File: config.mk
export PLATFORM = sky130hd
export DESIGN_NAME = ahbl_split_seq
export DESIGN_NICKNAME = d
export VERILOG_FILES = /design/src/rtl/ahbl_split_seq_pkg.sv /design/src/rtl/ahbl_split_collate.sv /design/src/rtl/ahbl_split_seq.sv
export SDC_FILE = /design/constraint.sdc
export NUM_CORES = 1
export LEC_CHECK = 0
export ABC_AREA = 1
export CAP_MARGIN = 10
export CORE_ASPECT_RATIO = 1.5
export CORE_UTILIZATION = 39
export CTS_CLUSTER_SIZE = 14
export DETAILED_ROUTE_END_ITERATION = 12
export MAX_ROUTING_LAYER = met4
export PLACE_DENSITY = 0.85
export SETUP_SLACK_MARGIN = 0.1
export SLEW_MARGIN = 20
export SYNTH_ARGS = -nofsm -noshare
export SYNTH_HDL_FRONTEND = slang
export SYNTH_SLANG_ARGS = --single-unit
export TNS_END_PERCENT = 50
File: constraint.sdc
create_clock -name clk -period 2.1 [get_ports clk]
set_input_delay 0.42 -clock clk [delete_from_list [all_inputs] [get_ports clk]]
set_output_delay 0.42 -clock clk [all_outputs]
set_load 0.03 [all_outputs]
File: src/rtl/ahbl_split_seq_pkg.sv
// Shared AHB-Lite definitions for the width-splitting sequencer: HTRANS codes,
// FSM state encoding and bus-ratio helpers.
package ahbl_split_seq_pkg;

  localparam logic [1:0] HTRANS_IDLE   = 2'b00;
  localparam logic [1:0] HTRANS_NONSEQ = 2'b10;

  typedef enum logic [1:0] {
    ST_IDLE = 2'b00,
    ST_ADDR = 2'b01,
    ST_DATA = 2'b10,
    ST_ERR2 = 2'b11
  } state_t;

  // log2 of the bus width in bytes, i.e. the largest hsize the bus carries
  function automatic int bus_log2_bytes(input int w_bits);
    return $clog2(w_bits / 8);
  endfunction

  function automatic int bus_ratio(input int w_src, input int w_dst);
    return w_src / w_dst;
  endfunction

  function automatic int lane_bits(input int w_src, input int w_dst);
    return $clog2(w_src / w_dst);
  endfunction

endpackage

File: src/rtl/ahbl_split_collate.sv
// Read collation: lane registers for early beats, final beat passed straight
// into its lane, replicated across all lanes for single-beat accesses.
module ahbl_split_collate
  import ahbl_split_seq_pkg::*;
#(
  parameter int W_SRC_DATA = 32,
  parameter int W_DST_DATA = 16
) (
  input  logic                                             clk,
  input  logic                                             rst,
  input  logic                                             capture,
  input  logic [lane_bits(W_SRC_DATA, W_DST_DATA)-1:0]     lane,
  input  logic                                             replicate,
  input  logic [W_DST_DATA-1:0]                            dst_hrdata,
  output logic [W_SRC_DATA-1:0]                            src_hrdata
);

  localparam int RATIO = bus_ratio(W_SRC_DATA, W_DST_DATA);
  localparam int LW    = lane_bits(W_SRC_DATA, W_DST_DATA);

  logic [W_DST_DATA-1:0] lane_r [RATIO];

  // Store completed non-final read beats in the lane their address selects
  always_ff @(posedge clk) begin
    if (rst) begin
      for (int i = 0; i < RATIO; i++) begin
        lane_r[i] <= '0;
      end
    end else if (capture) begin
      lane_r[lane] <= dst_hrdata;
    end
  end

  // Merge stored lanes with the live final beat
  always_comb begin
    src_hrdata = '0;
    for (int i = 0; i < RATIO; i++) begin
      if (replicate || (LW'(i) == lane)) begin
        src_hrdata[i*W_DST_DATA +: W_DST_DATA] = dst_hrdata;
      end else begin
        src_hrdata[i*W_DST_DATA +: W_DST_DATA] = lane_r[i];
      end
    end
  end

endmodule

File: src/rtl/ahbl_split_seq.sv
// AHB-Lite bridge splitting one wide upstream access into N narrow NONSEQ beats.
// Optional AHBL_SPLIT_SEQ_ERR_ABORT_EN: a downstream error cancels unissued beats.
module ahbl_split_seq
  import ahbl_split_seq_pkg::*;
#(
  parameter int W_ADDR     = 32,
  parameter int W_SRC_DATA = 32,
  parameter int W_DST_DATA = 16
) (
  input  logic                  clk,
  input  logic                  rst,
  input  logic                  src_hready,
  output logic                  src_hready_resp,
  output logic                  src_hresp,
  input  logic [W_ADDR-1:0]     src_haddr,
  input  logic                  src_hwrite,
  input  logic [1:0]            src_htrans,
  input  logic [2:0]            src_hsize,
  input  logic [W_SRC_DATA-1:0] src_hwdata,
  output logic [W_SRC_DATA-1:0] src_hrdata,
  output logic                  dst_hready,
  input  logic                  dst_hready_resp,
  input  logic                  dst_hresp,
  output logic [W_ADDR-1:0]     dst_haddr,
  output logic                  dst_hwrite,
  output logic [1:0]            dst_htrans,
  output logic [2:0]            dst_hsize,
  output logic [W_DST_DATA-1:0] dst_hwdata,
  input  logic [W_DST_DATA-1:0] dst_hrdata
);

  localparam int DMAX  = bus_log2_bytes(W_DST_DATA);
  localparam int SMAX  = bus_log2_bytes(W_SRC_DATA);
  localparam int RATIO = bus_ratio(W_SRC_DATA, W_DST_DATA);
  localparam int LW    = lane_bits(W_SRC_DATA, W_DST_DATA);

  state_t            state_r, state_s;
  logic [W_ADDR-1:0] base_r;
  logic              hwrite_r;
  logic [2:0]        hsize_r;
  logic [LW-1:0]     last_r, last_s, beat_r, addr_beat_s, lane_s;
  logic              err_r;
  logic              accept_s, is_last_s, beat_done_s, err_now_s;
  logic              abort_s, finish_s, fail_s, capture_s, replicate_s;
  logic              unused_s;

  assign unused_s    = src_htrans[0];
  assign accept_s    = (state_r == ST_IDLE) && src_hready && src_htrans[1];
  assign is_last_s   = (beat_r == last_r);
  assign beat_done_s = (state_r == ST_DATA) && dst_hready_resp;
  assign err_now_s   = err_r || dst_hresp;
`ifdef AHBL_SPLIT_SEQ_ERR_ABORT_EN
  assign abort_s     = (state_r == ST_DATA) && err_now_s;
`else
  assign abort_s     = 1'b0;
`endif
  assign finish_s    = beat_done_s && (is_last_s || abort_s);
  assign fail_s      = finish_s && err_now_s;

  // Beat count minus one; hsize beyond the upstream bus is clamped to it
  always_comb begin
    last_s = '0;
    if (src_hsize > 3'(DMAX)) begin
      if (src_hsize >= 3'(SMAX)) begin
        last_s = LW'(RATIO - 1);
      end else begin
        last_s = LW'((32'd1 << (src_hsize - 3'(DMAX))) - 32'd1);
      end
    end else begin
      last_s = '0;
    end
  end

  always_ff @(posedge clk) begin
    if (rst) begin
      state_r <= ST_IDLE;
    end else begin
      state_r <= state_s;
    end
  end

  always_comb begin
    state_s = state_r;
    case (state_r)
      ST_IDLE: begin
        if (accept_s) state_s = ST_ADDR;
        else          state_s = ST_IDLE;
      end
      ST_ADDR: begin
        if (dst_hready_resp) state_s = ST_DATA;
        else                 state_s = ST_ADDR;
      end
      ST_DATA: begin
        if (finish_s) state_s = fail_s ? ST_ERR2 : ST_IDLE;
        else          state_s = ST_DATA;
      end
      ST_ERR2: state_s = ST_IDLE;
      default: state_s = ST_IDLE;
    endcase
  end

  // Access context; beat_r names the beat currently in its data phase
  always_ff @(posedge clk) begin
    if (rst) begin
      base_r   <= '0;
      hwrite_r <= 1'b0;
      hsize_r  <= 3'd0;
      last_r   <= '0;
      beat_r   <= '0;
      err_r    <= 1'b0;
    end else if (accept_s) begin
      base_r   <= src_haddr;
      hwrite_r <= src_hwrite;
      hsize_r  <= src_hsize;
      last_r   <= last_s;
      beat_r   <= '0;
      err_r    <= 1'b0;
    end else if (state_r == ST_DATA) begin
      if (dst_hresp) err_r <= 1'b1;
      if (dst_hready_resp && !is_last_s) beat_r <= beat_r + LW'(1);
    end
  end

  always_comb begin
    src_hready_resp = 1'b1;
    src_hresp       = 1'b0;
    case (state_r)
      ST_IDLE: begin
        src_hready_resp = 1'b1;
        src_hresp       = 1'b0;
      end
      ST_ADDR: begin
        src_hready_resp = 1'b0;
        src_hresp       = 1'b0;
      end
      ST_DATA: begin
        src_hready_resp = finish_s && !fail_s;
        src_hresp       = fail_s;
      end
      ST_ERR2: begin
        src_hready_resp = 1'b1;
        src_hresp       = 1'b1;
      end
      default: begin
        src_hready_resp = 1'b1;
        src_hresp       = 1'b0;
      end
    endcase
  end

  // Next address beat overlaps the current data beat; rst kills it at once
  always_comb begin
    dst_htrans = HTRANS_IDLE;
    if (rst) begin
      dst_htrans = HTRANS_IDLE;
    end else if (state_r == ST_ADDR) begin
      dst_htrans = HTRANS_NONSEQ;
    end else if ((state_r == ST_DATA) && !is_last_s && !abort_s) begin
      dst_htrans = HTRANS_NONSEQ;
    end else begin
      dst_htrans = HTRANS_IDLE;
    end
  end

  assign addr_beat_s = (state_r == ST_DATA) ? (beat_r + LW'(1)) : '0;
  assign dst_haddr   = base_r + (W_ADDR'(addr_beat_s) << DMAX);
  assign dst_hsize   = (hsize_r > 3'(DMAX)) ? 3'(DMAX) : hsize_r;
  assign dst_hwrite  = hwrite_r;
  assign dst_hready  = dst_hready_resp;
  // Data-phase lane: low bits of base plus beat index (beat stride is one lane)
  assign lane_s      = base_r[SMAX-1:DMAX] + beat_r;
  assign dst_hwdata  = src_hwdata[int'(lane_s)*W_DST_DATA +: W_DST_DATA];

  assign capture_s   = beat_done_s && !hwrite_r && !is_last_s;
  assign replicate_s = (last_r == '0);

  ahbl_split_collate #(
    .W_SRC_DATA (W_SRC_DATA),
    .W_DST_DATA (W_DST_DATA)
  ) u_collate (
    .clk        (clk),
    .rst        (rst),
    .capture    (capture_s),
    .lane       (lane_s),
    .replicate  (replicate_s),
    .dst_hrdata (dst_hrdata),
    .src_hrdata (src_hrdata)
  );

endmodule

==> results.yml, run 1 <==
placed_design:
  gp_congestion: 0.951
  port_buffers: 175
  place_hpwl_mm: 9.79
power:
  power_density_nw_per_um2: 554
  fin_total_pwr_uw: 4240
  p_leak_uw: 0.00328
  ir_worst_vdd_uv: 428
worst_setup_path:
  crit_type: "reg -> out"
  crit_family: "simple AND/OR/NAND/NOR gates"
  critical_path_arrival_ps: 2210
  crit_top_cell: "nand2_2"
  cp_cell_sequence: "inv_2 -> ha_4 -> inv_2 -> nor2_2 -> ha_2 -> buf_4 -> nand2_2 -> nor2_4 -> nand2_2 -> nor2_4 -> nand2_1 -> nand2_1 -> nand2_2 -> buf_12"
  start_kind: "flip-flop"
  critical_path.endpoint_type: "output port"
  slowest_delay_ps: 320
  timing.critical_path.buf_inv: 4
  crit_fanout: 5
  slowest_stage: "dfxtp_2"
  cp.required_ps: 1680
detailed_routing:
  ant_nets: 0
  wl_per_cell_um: 15.5
  num_vias: 4797
  drc: 0
  avgViaCountPerCell: 4.89
  routed_wl_mm: 15.2
  first_pass_iters: 4
  drtIter0Drc: 252
synthesis:
  synthCells: 613
  synth_area_um2: 4210
  ys_ff_latch: 73
  ys_types: 28
  syn_area_per_cell_um2: 6.87
  synth_seq_area_share: 0.423
  yosys_warnings: 0
  synth_top_area_frac: 0.228
  yosys-top-cells-area: "edfxtp_1 23%, dfxtp_1 19%, nand2_1 18%"
  synth_area_leader_cell: "edfxtp_1"
sta:
  rsz0062_at_grt: "true"
  layout_min_cycle_time_ps: 2630
  hold_slack_ps: 474
  setup_ws_ps: -531
  setup_viol: 45
  final_max_slew_viol_count: 0
  max_freq_mhz: 380
  period_share: 1.25
  fin_skew_ps: 10.2
  final_hold_viol_count: 0
clock_tree:
  root_buffer: "clkbuf_16"
  cts_inserted_buffers: 9
  clk_pin_slew_ps: 50
  clock_latency_ps: 340
  cts_buffer_depth: 2
  cts_tree: "done"
  htree_levels: 3
  clock_sinks: 73
  hold_buffers: 0
global_route:
  grt_usage: 0.255
  gr-total-overflow: 0
  antenna_found_initial: 0
  grt_pass1_wl_mm: 21.2
  grt_max_degree: 33
  grt_pass1_vias: 4524
die:
  coreArea_um2: 10500
  dieHeight_um: 129
  fp.dieW_um: 86.9
  rows: 46
  initial_core_util: 0.400
  dieArea_um2: 11200
  pin_count: 180
layout:
  final_common_cell: "nand2_1"
  final_cell_mix: "181 x nand2_1, 92 x clkdlybuf4s50_1, 86 x nor2_1"
  layout-area-overhead-vs-synth_pct: 81.6
  fin_nets: 933
  final_core_util: 0.726
  n_antenna_cell: 0
  drive_gt1_frac: 0.301
status:
  status: "complete, but fails checks"
  violations: "negative setup slack"
run:
  cap_violations: 0
worst_hold_path:
  hold_class: "reg -> reg"
synthesized netlist by cell type, drive strengths merged:
library cell / n
a211oi: 2
a21oi: 37
a22oi: 1
buf: 19
clkbuf: 3
conb: 1
dfxtp: 41
edfxtp: 32
ha: 11
inv: 69
nand2: 204
nand3: 30
nand3b: 3
nor2: 116
nor3: 1
o21a: 1
o21ai: 24
o22ai: 2
or2: 1
xor2: 15
registers in the layout, indices dropped and copies added, names as in the netlist:
signal and count:
dst_hwrite 1, base_r 32, last_r 1, beat_r 1
hsize_r 3, u_collate.lane_r 32, err_r 1, state_r 2
where the power goes:
group | leakage, uW | total, uW | switching, uW | internal (uW)
clock network | 0.000130 | 1410 | 581 | 829
logic | 0.00248 | 1230 | 655 | 573
registers | 0.000666 | 1600 | 56.4 | 1540
total | 0.00328 | 4240 | 1290 | 2950
logic make-up (layout without fill, tap and decap cells):
kind of cell               count (synthesis)  after routing  synth area share
buffers and inverters                     91            312            0.0912
xor gates and xnor gates                  15             15            0.0312
adders and majority gates                 11             11            0.0327
other                                      1              3          0.000890
DFF                                       73             73             0.423
AOI/OAI and AO/OA                         67             67            0.0826
and+or+nand+nor                          355            355             0.338
worst paths after layout:
| check | slack (ps) | cells past startpoint | start | to |
|---|---|---|---|---|
| setup / recovery | -530 | 14 | state_r[0]$_SDFF_PP0_ | dst_haddr[30] |
| hold reg to reg | 470 | 2 | base_r[0]$_SDFFE_PP0P_ | base_r[0]$_SDFFE_PP0P_ |
| hold / removal | 470 | 2 | base_r[0]$_SDFFE_PP0P_ | base_r[0]$_SDFFE_PP0P_ |
| setup reg to reg | 410 | 8 | state_r[1]$_SDFF_PP0_ | base_r[18]$_SDFFE_PP0P_ |
worst reg2reg max path: cells and delay by family (launching register included):
family	cells	cell delay, ps
flip-flops	1	360
AND/OR/NAND/NOR	2	280
adder cells (fa/ha/maj)	1	200
buffers and inverters	4	600
AO/OA/AOI/OAI	1	170
area by class of cell:
type	instances	area, um2
inverters	69	272
multi-input cells	451	2660
fillers	702	2890
flip-flops and latches	73	1790
clock buffers	13	250
well taps	144	180
repair buffers	227	2480
clock inverters	3	17.5
layer usage:
metal / GRT usage / vias up / share of wire
met4: 0.122 / 0 / 0.040
met2: 0.471 / 196 / 0.55
met1: 0.261 / 2226 / 0.35
li1: - / 2332 / -
met3: 0.0357 / 43 / 0.053
met5: - / - / 0
stage by stage:
step	cell area [um2]	cells	TNS (ps)	worst slack (ps)
after floorplan	4490	615	-1140	-123
after global placement	6700	949	-3180	-253
after detailed placement	6700	949	-4030	-294
after CTS	7260	974	-13460	-548
after global routing	7650	980	-18140	-659
final	7650	980	-13970	-531
repair_timing:
item | in CTS | in global routing
resized for setup | 101 | 70
endpoints found under the hold margin | 0 | 0
pin swaps | 22 | 11
setup endpoints to repair | 71 | 80
gates cloned | 2 | 4
setup buffers | 7 | 5
(Power assumes the default switching activity.)
==> run 2, diff against run 1 <==
--- a/config.mk
+++ b/config.mk
@@ -8,11 +8,12 @@
 export ABC_AREA = 1
 export CAP_MARGIN = 10
 export CORE_ASPECT_RATIO = 1.5
-export CORE_UTILIZATION = 39
+export CORE_UTILIZATION = 46
 export CTS_CLUSTER_SIZE = 14
 export DETAILED_ROUTE_END_ITERATION = 12
+export HOLD_SLACK_MARGIN = 0.06
 export MAX_ROUTING_LAYER = met4
-export PLACE_DENSITY = 0.85
+export PLACE_DENSITY = 0.93
 export SETUP_SLACK_MARGIN = 0.1
 export SLEW_MARGIN = 20
 export SYNTH_ARGS = -nofsm -noshare
==> constraint.sdc (replaced) <==
create_clock -name clk -period 3.2 [get_ports clk]
set_input_delay 0.64 -clock clk [delete_from_list [all_inputs] [get_ports clk]]
set_output_delay 0.64 -clock clk [all_outputs]
set_load 0.03 [all_outputs]
==> results.yml, run 2 (synthesis gave the netlist of run 1 again) <==
layout:
  top_regs: "base_r x32, u_collate.lane_r x32, hsize_r x3"
  n_fill_cell: 691
  final_common_cell: "nand2_1"
  layout-area-overhead-vs-synth_pct: 53.1
  final_cells: 905
  final_cell_mix: "199 x nand2_1, 144 x clkdlybuf4s50_1, 105 x nor2_1"
  drive_gt1_frac: 0.0969
  fin_nets: 892
  n_antenna_cell: 0
global_route:
  gr-total-overflow: 0
  grt_pass1_vias: 4527
  grt_max_degree: 35
  grt_pass1_wl_mm: 20.1
  antenna_found_initial: 0
  grt_usage: 0.281
placed_design:
  gp_congestion: 0.933
  port_buffers: 175
  place_hpwl_mm: 9.76
  place_inst: 886
detailed_routing:
  num_vias: 4597
  first_pass_iters: 5
  drc: 0
  drtIter0Drc: 214
  wl_per_cell_um: 14.0
  routed_wl_mm: 12.7
  avgViaCountPerCell: 5.08
  ant_nets: 0
power:
  power_density_nw_per_um2: 415
  switching_share: 0.290
  clkPwrFrac: 0.367
  seqPwrFrac: 0.393
  p_leak_uw: 0.00280
  p_switching_uw: 775
  internal_power_uw: 1900
  ir_worst_vdd_uv: 292
  combPwrFrac: 0.240
clock_tree:
  clock_latency_ps: 330
  clk_pin_slew_ps: 60
  cts_inserted_buffers: 9
  cts_tree: "done"
  root_buffer: "clkbuf_16"
  hold_buffers: 0
  cts_buffer_depth: 2
  clock_sinks: 73
  htree_levels: 3
worst_setup_path:
  critical_path.endpoint_type: "output port"
  worstReg2RegStart: "state_r[0]$_SDFF_PP0_"
  crit_type: "reg -> out"
  critical_path_arrival_ps: 2430
  start_kind: "flip-flop"
  crit_start: "state_r[0]$_SDFF_PP0_"
  crit_fanout: 5
  cp.required_ps: 2560
status:
  status: "completed"
worst_hold_path:
  holdCritStartpoint: "base_r[0]$_SDFFE_PP0P_"
  hold_class: "reg -> reg"
sta:
  setup_viol: 0
  fin_skew_ps: 4.64
  period_share: 0.958
  tightest_slew_ps: 863
  final_max_slew_viol_count: 0
  layout_min_cycle_time_ps: 3070
  tns_ps: 0
  max_slew_margin: 0.423
  rsz0062_at_grt: "true"
  final_hold_viol_count: 0
  max_freq_mhz: 326
die:
  coreArea_um2: 8880
  dieHeight_um: 119
  dieArea_um2: 9550
  fp.dieW_um: 80.1
  pin_count: 180
  rows: 42
  initial_core_util: 0.474
run:
  cap_violations: 0
## run 2: cell count changes in the layout (fill, tap and decap cells not counted), sizes merged
| cell | before | now |
|---|---|---|
| clkdlybuf4s15 | 0 | 8 |
| clkinv | 2 | 3 |
| bufinv | 0 | 1 |
| clkdlybuf4s50 | 92 | 144 |
| dlymetal6s2s | 0 | 4 |
| dlygate4sd2 | 1 | 6 |
| buf | 131 | 24 |
| clkbuf | 16 | 11 |
## run 2: area by class of cell
type / count / area (um2) / area share
multi-input cells: 451 / 2150 / 0.334
repair buffers: 186 / 1820 / 0.283
flip-flops and latches: 73 / 1780 / 0.277
inverters: 69 / 262 / 0.0406
clock buffers: 11 / 233 / 0.0361
well taps: 110 / 138 / 0.0213
clock inverters: 5 / 56.3 / 0.00873
## run 2: final timing paths
check / endpoint / slack (ps) / cells after the start
worst max-delay path: dst_haddr[11] / 130 / 13
worst min register to register: base_r[0]$_SDFFE_PP0P_ / 480 / 2
worst min-delay path: base_r[0]$_SDFFE_PP0P_ / 480 / 2
worst max register to register: base_r[26]$_SDFFE_PP0P_ / 1110 / 7
## run 2: worst max-delay path, cell delays in order (launching register included)
cell     delay [ps]
dfxtp_2         340
inv_2            60
ha_2            170
inv_1            60
nor2_2          120
ha_4            170
ha_4            140
nand2_1          70
nor2_2          130
nand2_1          80
buf_4           170
nor2_4          170
xor2_1          200
buf_4           190
## run 2: layer usage
metal	GRT usage	wire, um	vias up
li1	-	-	2256
met1	0.291	4680	2129
met2	0.509	6900	173
met5	-	0	-
met3	0.0521	670	39
met4	0.118	422	0
## run 2: timing repair
item / CTS / global route
pin swaps: 2 / 5
endpoints found under the setup margin: 43 / 45
resized for setup: 43 / 26
buffers inserted: 1 / 2
## run 2: power groups by stage
stage	Combinational (uW)	Sequential, uW	Clock (uW)
finish	643	1050	981
global route	685	1050	1030
CTS	640	1050	995
detailed placement	641	1070	0
global placement	628	1060	0
floorplan	335	1060	0
## run 2: metrics by stage
step / hold slack, ps / worst slack (ps) / total power (uW) / area (um2) / utilization
6_report: 476 / 134 / 2670 / 6450 / 0.726
3_5_place_dp: 470 / 64.0 / 1710 / 6030 / 0.679
5_1_grt: 502 / 8.23 / 2770 / 6450 / 0.726
2_1_floorplan: 437 / 441 / 1390 / 4220 / -
3_3_place_gp: 460 / 86.6 / 1690 / 6030 / 0.679
4_1_cts: 480 / 78.9 / 2680 / 6360 / 0.716
==> run 3, diff against run 2 <==
--- a/config.mk
+++ b/config.mk
@@ -7,7 +7,7 @@
 export LEC_CHECK = 0
 export ABC_AREA = 1
 export CAP_MARGIN = 10
-export CORE_ASPECT_RATIO = 1.5
+export CORE_ASPECT_RATIO = 1.4
 export CORE_UTILIZATION = 46
 export CTS_CLUSTER_SIZE = 14
 export DETAILED_ROUTE_END_ITERATION = 12
==> results.yml, run 3 (synthesis gave the netlist of run 1 again) <==
worst_setup_path:
  crit_start: "state_r[0]$_SDFF_PP0_"
  crit_fanout: 5
  cp_cell_sequence: "inv_2 -> ha_4 -> inv_2 -> nor2_2 -> ha_2 -> buf_6 -> ha_4 -> nand2_4 -> nor2_4 -> nand2_2 -> buf_6 -> nor2_4 -> nand3_1 -> nand2_1 -> buf_6"
  slowest_delay_ps: 320
  slowest_stage: "dfxtp_2"
  start_kind: "flip-flop"
  crit_family: "simple AND/OR/NAND/NOR gates"
  timing.critical_path.buf_inv: 5
  critical_path.endpoint_type: "output port"
  critical_path_arrival_ps: 2410
  cp.required_ps: 2560
  worstReg2RegStart: "state_r[0]$_SDFF_PP0_"
  crit_type: "reg -> out"
  crit_top_cell: "buf_6"
sta:
  final_max_slew_viol_count: 0
  setup_ws_ps: 148
  setup_viol: 0
  hold_slack_ps: 470
  layout_min_cycle_time_ps: 3050
  rsz0062_at_grt: "true"
  max_slew_margin: 0.570
  period_share: 0.954
  fin_skew_ps: 6.54
  max_freq_mhz: 328
  tightest_slew_ps: 643
  tns_ps: 0
  final_hold_viol_count: 0
detailed_routing:
  ant_nets: 0
  met1Wirelength_mm: 4.80
  wl_per_cell_um: 14.6
  avgViaCountPerCell: 5.07
  highest_layer: "met4"
  drc: 0
  routed_wl_mm: 13.3
  met3_length_um: 739
  first_pass_iters: 5
  drtIter0Drc: 254
  dr_wl_met2_mm: 7.26
  num_vias: 4599
layout:
  final_core_util: 0.754
  fin_nets: 899
  layout-area-overhead-vs-synth_pct: 55.8
  drive_gt1_frac: 0.108
  n_antenna_cell: 0
  final_cell_mix: "198 x nand2_1, 144 x clkdlybuf4s50_1, 106 x nor2_1"
  top_regs: "base_r x32, u_collate.lane_r x32, hsize_r x3"
  final_common_cell: "nand2_1"
die:
  rows: 40
  dieHeight_um: 115
  initial_core_util: 0.484
  coreArea_um2: 8710
  pin_count: 180
  dieArea_um2: 9550
  fp.dieW_um: 82.9
clock_tree:
  clock_latency_ps: 340
  cts_tree: "done"
  clk_pin_slew_ps: 50
  cts_inserted_buffers: 9
  clock_sinks: 73
  htree_levels: 3
  hold_buffers: 0
  cts_buffer_depth: 2
  root_buffer: "clkbuf_16"
placed_design:
  gp_congestion: 0.965
  port_buffers: 175
  dp_slack_ps: 34.5
  place_hpwl_mm: 10.0
global_route:
  grt_pass1_wl_mm: 20.9
  antenna_found_initial: 0
  grt_max_degree: 35
  grt_pass1_vias: 4497
  gr-total-overflow: 0
  grt_usage: 0.283
power:
  power_density_nw_per_um2: 424
  ir_worst_vdd_uv: 341
  p_leak_uw: 0.00289
  fin_total_pwr_uw: 2780
status:
  status: "completed"
worst_hold_path:
  holdCritStartpoint: "base_r[0]$_SDFFE_PP0P_"
  hold_class: "reg -> reg"
run:
  cap_violations: 0
-- run 3: changes by cell type in the layout (fill, tap and decap cells not counted), sizes merged --
cell           previous run  this run
clkdlybuf4s15             8         7
buf                      24        31
clkinvlp                  1         0
dlygate4sd2               6         5
dlymetal6s2s              4         5
clkinv                    3         2
clkbuf                   11        14
-- run 3: final timing paths --
| kind | endpoint | slack, ps | cells after the start |
|---|---|---|---|
| worst max-delay path | dst_haddr[27] | 150 | 15 |
| worst min-delay path | base_r[0]$_SDFFE_PP0P_ | 470 | 2 |
| worst max register to register | state_r[0]$_SDFF_PP0_ | 1030 | 9 |
| worst min register to register | base_r[0]$_SDFFE_PP0P_ | 470 | 2 |
-- run 3: tightest hold or removal path: cells and delay by family, from the launching register on --
kind / cells / cell delay [ps]
flip-flops: 1 / 300
AND/OR/NAND/NOR: 2 / 120
-- run 3: layout make-up --
cell class / instances / area (um2)
multi-input combinational: 451 / 2160
fill: 645 / 2150
timing repair buffer: 193 / 1890
sequential: 73 / 1780
clock buffer: 13 / 283
inverter: 69 / 262
tap: 105 / 131
clock inverter: 3 / 43.8
-- run 3: report_power, final --
group	leakage, uW	switching, uW	internal [uW]
Combinational	0.00206	365	289
Clock	0.000160	379	699
Sequential	0.000666	35.4	1010
-- run 3: layer usage --
| layer | track usage | vias to the layer above |
|---|---|---|
| met5 | - | - |
| met4 | 0.146 | 0 |
| met3 | 0.0352 | 45 |
| met2 | 0.526 | 199 |
| met1 | 0.292 | 2082 |
| li1 | - | 2273 |
-- run 3: per-stage QoR --
stage          cell area [um2]  instances
2_1_floorplan             4220        615
3_3_place_gp              6040        883
3_5_place_dp              6040        883
4_1_cts                   6470        903
5_1_grt                   6560        907
6_report                  6560        907
-- run 3: timing repair --
action,CTS,global route
resized for setup,56,22
setup endpoints to repair,43,41
pin swaps,3,8
buffers inserted,4,4
